$ cat src/rtl/cajero_multi.sv
// cajero_multi: ATM transaction controller.
// Takes a card, collects a PIN digit by digit and checks it. Repeated wrong
// PINs lead to a permanent lockout. A correct PIN allows one deposit or one
// withdrawal against the balance latched when the card was accepted.
//
// state           | meaning
// ----------------+----------------------------------------------------------
// IDLE            | waiting for a card; pin/balance are latched on acceptance
// RECIBIENDO_PIN  | shifting BCD digits into the entry register
// COMPARAR_PIN    | one cycle: compare entry with card PIN, update attempts
// ESPERANDO_MONTO | waiting for the amount strobe
// TRANSACCION     | one cycle: apply deposit/withdrawal, publish the balance
// BLOQUEO         | locked; only reset leaves this state
module cajero_multi #(
    parameter int PIN_DIGITS   = 4,
    parameter int MAX_INTENTOS = 3,
    parameter int BALANCE_W    = 32,
    parameter int MONTO_W      = 32
) (
    input  logic                    clock,
    input  logic                    reset,
    input  logic                    tarjeta_recibida,
    input  logic                    tipo_trans,
    input  logic                    digito_stb,
    input  logic [3:0]              digito,
    input  logic [4*PIN_DIGITS-1:0] pin,
    input  logic [BALANCE_W-1:0]    balance_inicial,
    input  logic                    monto_stb,
    input  logic [MONTO_W-1:0]      monto,
    output logic [BALANCE_W-1:0]    balance_actualizado,
    output logic                    balance_stb,
    output logic                    entregar_dinero,
    output logic                    pin_incorrecto,
    output logic                    advertencia,
    output logic                    bloqueo,
    output logic                    fondos_insuficientes
);

    localparam int PW  = 4 * PIN_DIGITS;
    localparam int DCW = $clog2(PIN_DIGITS + 1);
    localparam int ICW = $clog2(MAX_INTENTOS + 1);
    localparam logic [DCW-1:0] ULTIMO = DCW'(PIN_DIGITS - 1);
    localparam logic [ICW-1:0] AVISO  = ICW'(MAX_INTENTOS - 1);
    localparam logic [ICW-1:0] LIMITE = ICW'(MAX_INTENTOS);

    typedef enum logic [2:0] {
        IDLE, RECIBIENDO_PIN, COMPARAR_PIN, ESPERANDO_MONTO, TRANSACCION, BLOQUEO
    } state_t;

    state_t state, state_n;

    logic [PW-1:0]        pin_q, pin_d, entrada_q, entrada_d;
    logic [BALANCE_W-1:0] saldo_q, saldo_d, bal_d;
    logic [DCW-1:0]       dcnt_q, dcnt_d;
    logic [ICW-1:0]       intentos_q, intentos_d, intentos_inc;
    logic [MONTO_W-1:0]   monto_q, monto_d;
    logic                 tipo_q, tipo_d;
    logic                 bstb_d, entr_d, pinc_d, adv_d, bloq_d, fondos_d;
    logic                 digito_ok, pin_ok;
    logic [BALANCE_W:0]   saldo_ext, monto_ext, suma;
    logic [BALANCE_W-1:0] resta;

    assign digito_ok    = digito_stb && (digito <= 4'd9);
    assign pin_ok       = (entrada_q == pin_q);
    assign intentos_inc = intentos_q + ICW'(1);
    assign saldo_ext    = {1'b0, saldo_q};
    assign monto_ext    = {{(BALANCE_W + 1 - MONTO_W){1'b0}}, monto_q};
    assign suma         = saldo_ext + monto_ext;
    // only used when no borrow is possible, so the low bits are exact
    assign resta        = saldo_q - monto_ext[BALANCE_W-1:0];

    // state register
    always_ff @(posedge clock or posedge reset) begin
        if (reset) state <= IDLE;
        else       state <= state_n;
    end

    // next-state decode; card removal outranks any same-cycle strobe
    always_comb begin
        state_n = state;
        case (state)
            IDLE:            if (tarjeta_recibida) state_n = RECIBIENDO_PIN;
            RECIBIENDO_PIN: begin
                if (!tarjeta_recibida)                  state_n = IDLE;
                else if (digito_ok && dcnt_q == ULTIMO) state_n = COMPARAR_PIN;
            end
            COMPARAR_PIN: begin
                if (pin_ok)                       state_n = ESPERANDO_MONTO;
                else if (intentos_inc == LIMITE)  state_n = BLOQUEO;
                else                              state_n = RECIBIENDO_PIN;
            end
            ESPERANDO_MONTO: begin
                if (!tarjeta_recibida) state_n = IDLE;
                else if (monto_stb)    state_n = TRANSACCION;
            end
            TRANSACCION:     state_n = IDLE;
            BLOQUEO:         state_n = BLOQUEO;
            default:         state_n = IDLE;
        endcase
    end

    // datapath and output next values; pulses default low every cycle
    always_comb begin
        pin_d      = pin_q;
        saldo_d    = saldo_q;
        entrada_d  = entrada_q;
        dcnt_d     = dcnt_q;
        intentos_d = intentos_q;
        monto_d    = monto_q;
        tipo_d     = tipo_q;
        bal_d      = balance_actualizado;
        adv_d      = advertencia;
        bloq_d     = bloqueo;
        bstb_d     = 1'b0;
        entr_d     = 1'b0;
        pinc_d     = 1'b0;
        fondos_d   = 1'b0;
        case (state)
            IDLE: begin
                if (tarjeta_recibida) begin
                    pin_d     = pin;
                    saldo_d   = balance_inicial;
                    dcnt_d    = '0;
                    entrada_d = '0;
                end
            end
            RECIBIENDO_PIN: begin
                if (tarjeta_recibida && digito_ok) begin
                    entrada_d = (entrada_q << 4) | PW'(digito);
                    dcnt_d    = dcnt_q + DCW'(1);
                end
            end
            COMPARAR_PIN: begin
                if (pin_ok) begin
                    intentos_d = '0;
                    adv_d      = 1'b0;
                end else begin
                    intentos_d = intentos_inc;
                    pinc_d     = 1'b1;
                    dcnt_d     = '0;
                    entrada_d  = '0;
                    if (intentos_inc == AVISO)  adv_d  = 1'b1;
                    if (intentos_inc == LIMITE) bloq_d = 1'b1;
                end
            end
            ESPERANDO_MONTO: begin
                if (tarjeta_recibida && monto_stb) begin
                    monto_d = monto;
                    tipo_d  = tipo_trans;
                end
            end
            TRANSACCION: begin
                bstb_d = 1'b1;
                if (!tipo_q) begin
                    bal_d = suma[BALANCE_W] ? '1 : suma[BALANCE_W-1:0];
                end else if (monto_ext <= saldo_ext) begin
                    bal_d  = resta;
                    entr_d = 1'b1;
                end else begin
                    bal_d    = saldo_q;
                    fondos_d = 1'b1;
                end
            end
            BLOQUEO:  bloq_d = 1'b1;
            default:  ;
        endcase
    end

    // registered datapath and outputs
    always_ff @(posedge clock or posedge reset) begin
        if (reset) begin
            pin_q                <= '0;
            saldo_q              <= '0;
            entrada_q            <= '0;
            dcnt_q               <= '0;
            intentos_q           <= '0;
            monto_q              <= '0;
            tipo_q               <= 1'b0;
            balance_actualizado  <= '0;
            balance_stb          <= 1'b0;
            entregar_dinero      <= 1'b0;
            pin_incorrecto       <= 1'b0;
            advertencia          <= 1'b0;
            bloqueo              <= 1'b0;
            fondos_insuficientes <= 1'b0;
        end else begin
            pin_q                <= pin_d;
            saldo_q              <= saldo_d;
            entrada_q            <= entrada_d;
            dcnt_q               <= dcnt_d;
            intentos_q           <= intentos_d;
            monto_q              <= monto_d;
            tipo_q               <= tipo_d;
            balance_actualizado  <= bal_d;
            balance_stb          <= bstb_d;
            entregar_dinero      <= entr_d;
            pin_incorrecto       <= pinc_d;
            advertencia          <= adv_d;
            bloqueo              <= bloq_d;
            fondos_insuficientes <= fondos_d;
        end
    end

endmodule
$ cat config.mk
export PLATFORM = sky130hd
export DESIGN_NAME = cajero_multi
export DESIGN_NICKNAME = d
export VERILOG_FILES = /design/src/rtl/cajero_multi.sv
export SDC_FILE = /design/constraint.sdc
export NUM_CORES = 1
export LEC_CHECK = 0
export ABC_AREA = 1
export ABC_CLOCK_PERIOD_IN_PS = 6150
export BUFFER_PORTS_ARGS = -buffer_cell sky130_fd_sc_hd__buf_2
export CORE_MARGIN = 4
export CORE_UTILIZATION = 62
export CTS_BUF_LIST = sky130_fd_sc_hd__clkbuf_4 sky130_fd_sc_hd__clkbuf_8
export CTS_CLUSTER_DIAMETER = 120
export CTS_CLUSTER_SIZE = 16
export DETAILED_ROUTE_END_ITERATION = 12
export PLACE_DENSITY = 0.82
export SYNTH_ARGS = -nofsm -noshare
export SYNTH_HDL_FRONTEND = slang
export SYNTH_SLANG_ARGS = --single-unit
$ cat constraint.sdc
create_clock -name clock -period 6.15 [get_ports clock]
set_clock_uncertainty 0.15 [all_clocks]
set_input_delay 1.23 -clock clock [delete_from_list [all_inputs] [get_ports clock]]
set_output_delay 1.23 -clock clock [all_outputs]
set_load 0.05 [all_outputs]
Word-level counts from Yosys, hierarchy flattened
Cells that the tools add are included.
{"block": "totals", "reg_bits": 143, "inputBits": 90, "output_inout_bits": 38, "wordCells": 85}
{"block": "op_classes", "addsub": 4, "n_lt_le_gt_ge": 2, "eq_ne": 15, "muxes": 34, "bitwise_logic": 1, "reduce_logical": 14}
{"op": "32-bit two-way mux", "n": 3}
{"op": "16-bit two-way mux", "n": 3}
{"op": "16-bit case mux with 3 select lines", "n": 1}
{"op": "32-bit by 32-bit adder with 33-bit output", "n": 1}
{"op": "32-bit less-or-equal comparator", "n": 1}
{"op": "32-bit subtractor", "n": 1}
{"op": "3-bit two-way mux", "n": 10}
{"op": "16-bit == test", "n": 1}
{"op": "16-bit by 4-bit OR with 16-bit output", "n": 1}
{"op": "3-bit case mux with 5 select lines", "n": 1}
{"op": "1-bit two-way mux", "n": 13}
{"op": "3-bit by 2-bit == test with 1-bit output, second input constant", "n": 3}
{"op": "3-bit case mux with 3 select lines", "n": 1}
{"op": "2-bit inequality test, second input constant", "n": 4}
{"op": "3-bit == test, second input constant", "n": 2}
{"op": "3-bit inequality test, second input constant", "n": 2}
{"op": "2-bit AND reduction", "n": 3}
{"op": "3-bit AND reduction", "n": 2}
{"op": "2-bit == test, second input constant", "n": 2}
{"op": "4-bit less-or-equal comparator, second input constant", "n": 1}
{"op": "1-bit logical AND", "n": 4}
{"op": "4-bit AND reduction", "n": 1}
{"op": "2-bit nonzero test", "n": 2}
{"op": "3-bit by 1-bit adder with 3-bit output, second input constant", "n": 1}
{"op": "6 further kinds", "n": 6}

Longest topological paths before layout
Gate-level depths: netlist of run 1.
{"block": "depth", "word_depth": 6, "depth_mapped": 19, "mapped_depth_nobuf": 18}

Worst setup path after synthesis of run 1
OpenSTA, ideal clock, no wires.
{"block": "synth_timing", "kind": "input-to-reg", "start": "in digito[2]", "end": "reg entrada_q[0]", "setup_time_ns": 0.065, "arrival_ns": 2.396, "t_required_ns": 5.935, "setup_slack_ns": 3.539, "path_stages": 8, "path_buffers": 1, "path_cell_list": "o21ai_0 -> nand3_1 -> a211oi_1 -> nand2_1 -> nor2_4 -> buf_2 -> nand2_1 -> nand2_1"}
{"block": "synth_via", "elab_chain_cells": 5}
{"element": "start: declaration", "line_no": "25", "source": "input logic [3:0] digito,"}
{"element": "4-bit less-or-equal comparator", "line_no": "63", "source": "assign digito_ok = digito_stb && (digito <= 4'd9);"}
{"element": "1-bit logical AND", "line_no": "63"}
{"element": "1-bit logical AND", "line_no": "128", "source": "if (tarjeta_recibida && digito_ok) begin"}
{"element": "2-bit inequality test (no source line)"}
{"element": "4-bit AND reduction (no source line)"}
{"element": "end signal: assignment", "line_no": "189", "source": "entrada_q <= entrada_d;"}
{"element": "end: declaration", "line_no": "52", "source": "logic [PW-1:0] pin_q, pin_d, entrada_q, entrada_d;"}
No other way between the ends.
A chain may end at the register's enable or synchronous reset.

Worst setup path after layout of run 1
{"block": "layout_timing", "start": "reg saldo_q[23]", "end": "reg balance_actualizado[30]"}
{"block": "layout_via", "elab_chain_cells": 3, "elab_cells_between_ends": 6, "cone_classes": "2 x add/sub; 1 x order compare; 3 x mux"}
{"element": "start: declaration", "line_no": "53", "source": "logic [BALANCE_W-1:0] saldo_q, saldo_d, bal_d;"}
{"element": "start signal: assignment", "line_no": "188", "source": "saldo_q <= saldo_d;"}
{"element": "32-bit by 32-bit adder with 33-bit output (tied with other cells)", "line_no": "68", "source": "assign suma = saldo_ext + monto_ext;"}
{"element": "32-bit two-way mux, on equally long branches", "line_no": "155, 156"}
{"element": "32-bit two-way mux *", "line_no": "154", "source": "if (!tipo_q) begin"}
{"element": "end signal: assignment", "line_no": "194", "source": "balance_actualizado <= bal_d;"}
{"element": "end: declaration", "line_no": "30", "source": "output logic [BALANCE_W-1:0] balance_actualizado,"}
Mark *: on every way between the ends. The rest lies on a longest branch, timed or not.

==> results.json, run 1 <==
{
  "grt_overflow": 0,
  "fp-row-count": 49,
  "dr.pass1.iters": 6,
  "setup_tns_ns": 0,
  "async_flop_share_pct": 100,
  "synth_edf_count": 0,
  "drive_gt1_share_pct": 15.2,
  "fmax_ghz": 0.313,
  "ys_seq_area_share_pct": 30.9,
  "clkLatencyLatePin_ns": 0.46,
  "layout_worst_path_cycle_share_pct": 52.0,
  "avgViaCountPerCell": 5.61,
  "cts_hold_buf": 0,
  "crit_type": "flip-flop to flip-flop",
  "rsz0062_at_grt": "no",
  "dpl.hpwl_mm": 29.2,
  "drv_cap": 0,
  "hp-class": "flip-flop to flip-flop",
  "drtIter0Drc": 1099,
  "synth_seq_cells": 143,
  "syn-num-nets": 1899,
  "end_kind": "flip-flop",
  "ys_top_cells_by_area": "dfrtp_1, nand2_1, nor2_1, inv_1, ha_1",
  "antenna_found_initial": 0,
  "grt_first_pass_wirelength_mm": 57.8,
  "core_um2": 18100,
  "wl_per_cell_um": 17.8,
  "fp.dieArea_um2": 20900,
  "yosys.area.top_type_share_pct": 30.9,
  "status": "complete, no violations",
  "antenna-diode-count": 0,
  "synth_area_per_cell_um2": 6.66,
  "drv_slew": 0,
  "tightest_slew_ns": 1.24,
  "clkSinkCount": 143,
  "path_max_fanout": 18,
  "fin_nets": 1994,
  "cts_setup_buffers": 0,
  "ios": 128,
  "post-route-drc-count": 0,
  "vias": 11700,
  "clk_root_buffer_cell": "clkbuf_8",
  "grt_max_degree": 90,
  "yosysWarnings": 0,
  "die_h_um": 145,
  "drtAntennaViolNets": 0,
  "wirelength_mm": 37.1,
  "worstPathArrival_ns": 3.39,
  "synth.distinct_cells": 44,
  "setup_violations": 0,
  "yosys.area.top_type": "dfrtp_1",
  "die_w_um": 145,
  "gp_congestion": 1.01,
  "grt_pass1_vias": 11000,
  "syn_area_um2": 11600,
  "synthCells": 1739,
  "grt_usage_pct": 36.1,
  "nFillCells": 1580,
  "htreeDepth": 4,
  "clk_path_buf_depth": 2,
  "clk_pin_slew_worst_paths_ns": 0.09,
  "required_ns": 6.34,
  "cts_resized": 0,
  "numCtsBuffers": 17,
  "start_util_pct": 63.8,
  "synth_flop_cell": "dfrtp_1",
  "slew_headroom_pct": 17.1,
  "setup.worst_path.start_class": "flip-flop",
  "min_period_ns": 3.20,
  "area_growth_pct": 8.90,
  "final_hold_viol_count": 0,
  "cts_tree": "yes",
  "portBuffers": 127
}
==> cell usage after synthesis, types with 17 or more instances <==
library cell / instances
nand2_1: 540
nor2_1: 242
inv_1: 237
dfrtp_1: 143
nand3_1: 96
a21oi_1: 87
ha_1: 68
mux2_2: 45
xor2_1: 40
o21ai_0: 34
nand4_1: 32
inv_2: 28
clkbuf_1: 17
==> area by class of cell <==
type / count / area, um^2 / share of cell area [%]
clock buffers: 18 / 241 / 1.92
clock inverters: 14 / 163 / 1.29
well taps: 229 / 287 / 2.27
repair buffers: 132 / 673 / 5.34
flip-flops and latches: 143 / 3580 / 28.4
inverters: 268 / 1010 / 8.02
multi-input cells: 1272 / 6650 / 52.8
==> worst paths after layout <==
path | startpoint | to | slack [ns] | cells past startpoint
worst max-delay path | saldo_q[23]$_DFFE_PP0P_ | balance_actualizado[30]$_DFFE_PP0P_ | 2.95 | 11
worst min-delay path | balance_actualizado[12]$_DFFE_PP0P_ | balance_actualizado[12]$_DFFE_PP0P_ | 0.34 | 2
worst max register to register | saldo_q[23]$_DFFE_PP0P_ | balance_actualizado[30]$_DFFE_PP0P_ | 2.95 | 11
worst min register to register | balance_actualizado[12]$_DFFE_PP0P_ | balance_actualizado[12]$_DFFE_PP0P_ | 0.34 | 2
max in group asynchronous | reset | saldo_q[18]$_DFFE_PP0P_ | 3.86 | 3
min in group asynchronous | reset | saldo_q[6]$_DFFE_PP0P_ | 0.78 | 2
==> state kept, by name, indices dropped and copies added, names as in the netlist <==
signal / cells
balance_actualizado: 32
monto_q: 32
saldo_q: 32
entrada_q: 16
pin_q: 16
dcnt_q: 3
state: 3
intentos_q: 2
advertencia: 1
balance_stb: 1
bloqueo: 1
entregar_dinero: 1
fondos_insuficientes: 1
pin_incorrecto: 1
tipo_q: 1
==> cell usage in the layout (no fill, tap or decap), types with 2 or more instances in the layout <==
master / instances
nand2_1: 538
nor2_1: 241
inv_1: 236
dfrtp_1: 143
buf_2: 127
nand3_1: 96
a21oi_1: 87
ha_1: 68
mux2_2: 45
xor2_1: 40
o21ai_0: 34
nand4_1: 32
inv_2: 28
clkbuf_8: 17
o21bai_1: 13
nand2_2: 10
a21oi_2: 10
o21ai_1: 8
nor3_1: 6
and2_1: 6
inv_6: 6
nand2_4: 5
nor2_2: 5
inv_8: 5
buf_4: 5
nor2_4: 3
clkinv_1: 3
nor4_1: 3
nand3_2: 2
a21oi_4: 2
nor3_2: 2
a31oi_1: 2
nand3b_1: 2
fa_1: 2
==> layer usage <==
metal,track usage (%),wire [um],up-vias
met5,0,0,-
met2,56.3,16300,579
met3,6.75,3970,76
li1,-,-,5578
met1,51.0,15800,5421
met4,11.7,957,0
==> cells by family after synthesis <==
family,Yosys count,synth area share (%)
muxes,45,4.38
DFF,143,30.9
adders and majority gates,70,7.70
xor gates and xnor gates,41,3.10
AOI/OAI and AO/OA,160,7.81
and+or+nand+nor,956,34.4
buffers and inverters,324,11.7
==> through the flow <==
stage          worst slack, ns  util, %  instance area [um^2]  instances  hold WS [ns]
5_1_grt                   2.86     69.5                 12600       2076         0.363
2_1_floorplan            0.932        -                 11600       1739         0.303
4_1_cts                   3.05     69.5                 12600       2076         0.336
3_5_place_dp              2.85     67.2                 12200       2044         0.311
6_report                  2.95     69.5                 12600       2076         0.339
3_3_place_gp              2.96     67.2                 12200       2044         0.309
==> critical path: stages, from the launching register on <==
cell,delay [ns]
dfrtp_1,0.43
ha_1,0.51
a21oi_2,0.26
nand2_1,0.09
inv_1,0.07
nand2_2,0.08
a21oi_4,0.52
nand2_8,0.22
nand2_4,0.27
nor2_1,0.08
nor2_1,0.28
a21oi_2,0.08
Power of run 1 is not shown: default switching activity piles up to over one toggle a cycle in this logic, so the estimate is an artifact.
==> run 2: changes to the inputs <==
Settings changed: ABC_CLOCK_PERIOD_IN_PS 6150 to 3150.
Clock period 6.15 ns to 3.15 ns, I/O delays scaled along.
==> results.json, run 2 (synthesized netlist as in run 1, its figures left out) <==
{
  "drtAntennaViolNets": 0,
  "min_period_ns": 2.92,
  "rsz0062_at_grt": "no",
  "dr.pass1.iters": 8,
  "final_hold_viol_count": 0,
  "end_kind": "flip-flop",
  "fin_util_pct": 70.9,
  "grt_first_pass_wirelength_mm": 60.3,
  "start_util_pct": 63.8,
  "die_h_um": 145,
  "drv_cap": 0,
  "die_w_um": 145,
  "clk_root_buffer_cell": "clkbuf_8",
  "grt_max_degree": 144,
  "fp.dieArea_um2": 20900,
  "crit_type": "flip-flop to flip-flop",
  "drtIter0Drc": 1325,
  "rr_endpoint": "balance_actualizado[11]$_DFFE_PP0P_",
  "cts_tree": "yes",
  "drv_slew": 0,
  "rr_startpoint": "saldo_q[14]$_DFFE_PP0P_",
  "wirelength_mm": 38.6,
  "dpl.hpwl_mm": 31.5,
  "setup_violations": 0,
  "crit_top_cell": "nand2_1",
  "clk_path_buf_depth": 2,
  "gp_congestion": 1.06,
  "area_growth_pct": 11.2,
  "cp_cell_sequence": "ha_1 > nand2_4 > inv_2 > nand2_1 > nand2_1 > a21oi_2 > nand3_2 > nand2_4 > nand2_8 > nor2_8 > nand2_1 > nand2_1 > nor2_1 > nor2_1",
  "worstPathArrival_ns": 3.19,
  "clkLatencyLatePin_ns": 0.49,
  "layout_common_cells": "nand2_1, nor2_1, inv_1",
  "layout_worst_path_cycle_share_pct": 92.8,
  "endpoint": "balance_actualizado[11]$_DFFE_PP0P_",
  "wl_per_cell_um": 18.4,
  "slew_headroom_pct": 48.8,
  "cp_slowest_stage_delay_ns": 0.49,
  "fp-row-count": 49,
  "status": "complete, no violations",
  "grt_usage_pct": 38.0,
  "fin_nets": 2016,
  "htreeDepth": 4,
  "nFillCells": 1549,
  "post-route-drc-count": 0,
  "reg2regPathDepth": 14,
  "vias": 11800,
  "avgViaCountPerCell": 5.63,
  "setup.worst_path.start_class": "flip-flop",
  "antenna-diode-count": 0,
  "ios": 128,
  "core_um2": 18100,
  "grt_pass1_vias": 11400,
  "grt_overflow": 0,
  "antenna_found_initial": 0,
  "regToRegSetupSlack_ns": 0.23,
  "hp-class": "input port to async pin",
  "clkSinkCount": 143,
  "slowest_stage": "dfrtp_1",
  "top_regs": "balance_actualizado (32), monto_q (32), saldo_q (32)",
  "required_ns": 3.41,
  "tightest_slew_ns": 0.768,
  "path_max_fanout": 16,
  "fmax_ghz": 0.342,
  "portBuffers": 127,
  "numCtsBuffers": 17,
  "cp-startpoint": "saldo_q[14]$_DFFE_PP0P_",
  "drive_gt1_share_pct": 16.5,
  "clk_pin_slew_worst_paths_ns": 0.11,
  "layout_commonest_cell": "nand2_1",
  "seq_area_um2": 3580,
  "setup_tns_ns": 0,
  "multi_input_area_um2": 6670
}
==> run 2: cell types whose count changed in the layout (fill, tap and decap cells not counted), sizes merged <==
cell,delta
clkbuf,-1
buf,+22
clkinv,+5
inv,-3
bufinv,-1
==> run 2: area by class of cell <==
class / instances / area share, %
repair buffers: 154 / 6.90
multi-input cells: 1272 / 51.8
well taps: 229 / 2.23
inverters: 268 / 7.84
clock inverters: 15 / 1.58
flip-flops and latches: 143 / 27.8
clock buffers: 17 / 1.82
==> run 2: critical path: cells and delay by family (launching register included) <==
kind / cells / cell delay [ns]
buffers and inverters: 1 / 0.03
AO/OA/AOI/OAI: 1 / 0.21
adder cells (fa/ha/maj): 1 / 0.45
AND/OR/NAND/NOR: 11 / 1.52
flip-flops: 1 / 0.49
==> run 2: metal layers <==
| metal | wire length [um] | GRT usage (%) | share of wire [%] | up-vias |
|---|---|---|---|---|
| met5 | 0 | 0 | 0 | - |
| met4 | 1170 | 12.5 | 3.0 | 0 |
| met3 | 4830 | 9.49 | 13 | 84 |
| met2 | 16500 | 57.4 | 43 | 655 |
| met1 | 16000 | 53.4 | 42 | 5472 |
| li1 | - | - | - | 5611 |
==> run 2: worst min path at each step <==
stage	start	to	slack, ns	depth (start not counted)
5_1_grt	digito[3]	entrada_q[3]$_DFFE_PP0P_	0.19	3
3_5_place_dp	bloqueo$_DFFE_PP0P_	bloqueo$_DFFE_PP0P_	0.31	1
3_3_place_gp	balance_actualizado[23]$_DFFE_PP0P_	balance_actualizado[23]$_DFFE_PP0P_	0.31	2
2_1_floorplan	dcnt_q[1]$_DFFE_PP0P_	dcnt_q[1]$_DFFE_PP0P_	0.30	2
4_1_cts	digito[3]	entrada_q[3]$_DFFE_PP0P_	0.18	3
6_report	reset	saldo_q[2]$_DFFE_PP0P_	0.18	3
==> run 2: repair_timing <==
item,in CTS,in global routing
endpoints found under the setup margin,0,10
hold buffers,0,0
buffers inserted,0,0
gates resized for setup,0,6
==> run 2: per-stage QoR <==
step | hold WS, ns | setup WS, ns | cell area, um^2 | instances
final | 0.183 | 0.227 | 12900 | 2098
after global routing | 0.192 | 0.0282 | 12900 | 2098
after CTS | 0.182 | 0.167 | 12900 | 2098
after detailed placement | 0.310 | 0.191 | 12400 | 2066
after global placement | 0.312 | 0.231 | 12400 | 2066
after floorplan | 0.303 | 0.579 | 11600 | 1739
Power of run 2 is left out for the same reason.
==> run 3: changes to the inputs <==
Settings changed: CORE_MARGIN 4 to 5.
==> results.json, run 3 (synthesized netlist as in run 1, its figures left out) <==
{
  "status": "complete, no violations",
  "ios": 128,
  "final_hold_viol_count": 0,
  "drtAntennaViolNets": 0,
  "clkSinkCount": 143,
  "cp_slowest_stage_delay_ns": 0.41,
  "gp_congestion": 1.10,
  "end_kind": "flip-flop",
  "fp-row-count": 50,
  "cp_cell_sequence": "inv_1 > ha_1 > fa_1 > inv_1 > nand2_1 > nand2_1 > nand3_1 > nand2_2 > nand2_1 > nand3_2 > nand2_4 > nand2_8 > nand2_4 > o21ai_0 > nor2_1 > nor2_1",
  "dpl.hpwl_mm": 32.3,
  "slew_headroom_pct": 48.8,
  "post-route-drc-count": 0,
  "cts_setup_buffers": 0,
  "grt_first_pass_wirelength_mm": 63.1,
  "die_h_um": 147,
  "cts_resized": 0,
  "crit_top_cell": "nand2_1",
  "portBuffers": 127,
  "top_regs": "balance_actualizado (32), monto_q (32), saldo_q (32)",
  "rr_endpoint": "balance_actualizado[8]$_DFFE_PP0P_",
  "layout_commonest_cell": "nand2_1",
  "cts_hold_buf": 0,
  "grt_pass1_vias": 11500,
  "cp-startpoint": "saldo_q[0]$_DFFE_PP0P_",
  "drv_slew": 0,
  "setup_violations": 0,
  "grt_overflow": 0,
  "slowest_stage": "dfrtp_1",
  "core_um2": 18500,
  "path_max_fanout": 18,
  "die_w_um": 147,
  "cts_tree": "yes",
  "wirelength_mm": 40.0,
  "avgViaCountPerCell": 5.64,
  "rsz0062_at_grt": "no",
  "layout_common_cells": "nand2_1, nor2_1, inv_1",
  "drtIter0Drc": 1350,
  "numCtsBuffers": 17,
  "setup.worst_path.start_class": "flip-flop",
  "htreeDepth": 4,
  "antenna_found_initial": 1,
  "drv_cap": 0,
  "worstPathArrival_ns": 3.21,
  "regToRegSetupSlack_ns": 0.19,
  "grt_usage_pct": 37.4,
  "reg2regPathDepth": 16,
  "fin_nets": 2033,
  "clk_root_buffer_cell": "clkbuf_8",
  "required_ns": 3.40,
  "layout_worst_path_cycle_share_pct": 93.8,
  "crit_type": "flip-flop to flip-flop",
  "drive_gt1_share_pct": 17.1,
  "rr_startpoint": "saldo_q[0]$_DFFE_PP0P_",
  "clk_pin_slew_worst_paths_ns": 0.12,
  "endpoint": "balance_actualizado[8]$_DFFE_PP0P_",
  "hp-class": "input port to async pin",
  "area_growth_pct": 12.1,
  "fp.dieArea_um2": 21500,
  "dr.pass1.iters": 6,
  "setup_tns_ns": 0,
  "tightest_slew_ns": 0.769,
  "vias": 12000,
  "antenna-diode-count": 0,
  "start_util_pct": 62.5,
  "grt_max_degree": 144,
  "clk_path_buf_depth": 2,
  "min_period_ns": 2.96,
  "clkLatencyLatePin_ns": 0.48,
  "wl_per_cell_um": 18.9,
  "fmax_ghz": 0.338
}
-- run 3: how the worst min path moves through the flow --
stage | from | to | slack [ns] | cells after the start
after floorplan | dcnt_q[1]$_DFFE_PP0P_ | dcnt_q[1]$_DFFE_PP0P_ | 0.30 | 2
after global routing | digito[1] | entrada_q[1]$_DFFE_PP0P_ | 0.20 | 3
final | reset | pin_q[13]$_DFFE_PP0P_ | 0.18 | 3
after CTS | digito[1] | entrada_q[1]$_DFFE_PP0P_ | 0.22 | 3
after detailed placement | balance_actualizado[23]$_DFFE_PP0P_ | balance_actualizado[23]$_DFFE_PP0P_ | 0.32 | 2
after global placement | balance_actualizado[17]$_DFFE_PP0P_ | balance_actualizado[17]$_DFFE_PP0P_ | 0.31 | 2
-- run 3: layout make-up --
type                    instances  area, um^2
clock buffers                  17         234
clock inverters                15         204
fillers                      1547        5540
inverters                     268        1010
multi-input cells            1272        6660
flip-flops and latches        143        3580
well taps                     234         293
repair buffers                171        1000
-- run 3: metal layers --
layer  up-vias  global-route usage, %  wire, um
met1      5496                   53.9     16600
met3        99                   8.44      4920
met2       721                   57.1     17300
met5         -                      0        14
met4         2                   10.1      1090
li1       5648                      -         -
-- run 3: worst max-delay path: cells and delay by family (launching register included) --
| kind | cells | cell delay (ns) |
|---|---|---|
| buffers and inverters | 2 | 0.20 |
| and+or+nand+nor | 11 | 1.19 |
| adders and majority gates | 2 | 0.65 |
| DFF | 1 | 0.41 |
| AOI/OAI and AO/OA | 1 | 0.26 |
-- run 3: per-stage QoR --
step                worst slack, ns  util, %  area, um^2  std cells  hold WS, ns
global route                 0.0200     70.1       13000       2120        0.200
global placement              0.319     67.7       12500       2088        0.309
finish                        0.194     70.1       13000       2120        0.182
CTS                           0.170     70.1       13000       2120        0.216
floorplan                     0.579        -       11600       1739        0.303
detailed placement            0.215     67.7       12500       2088        0.317
Power of run 3 is left out for the same reason.
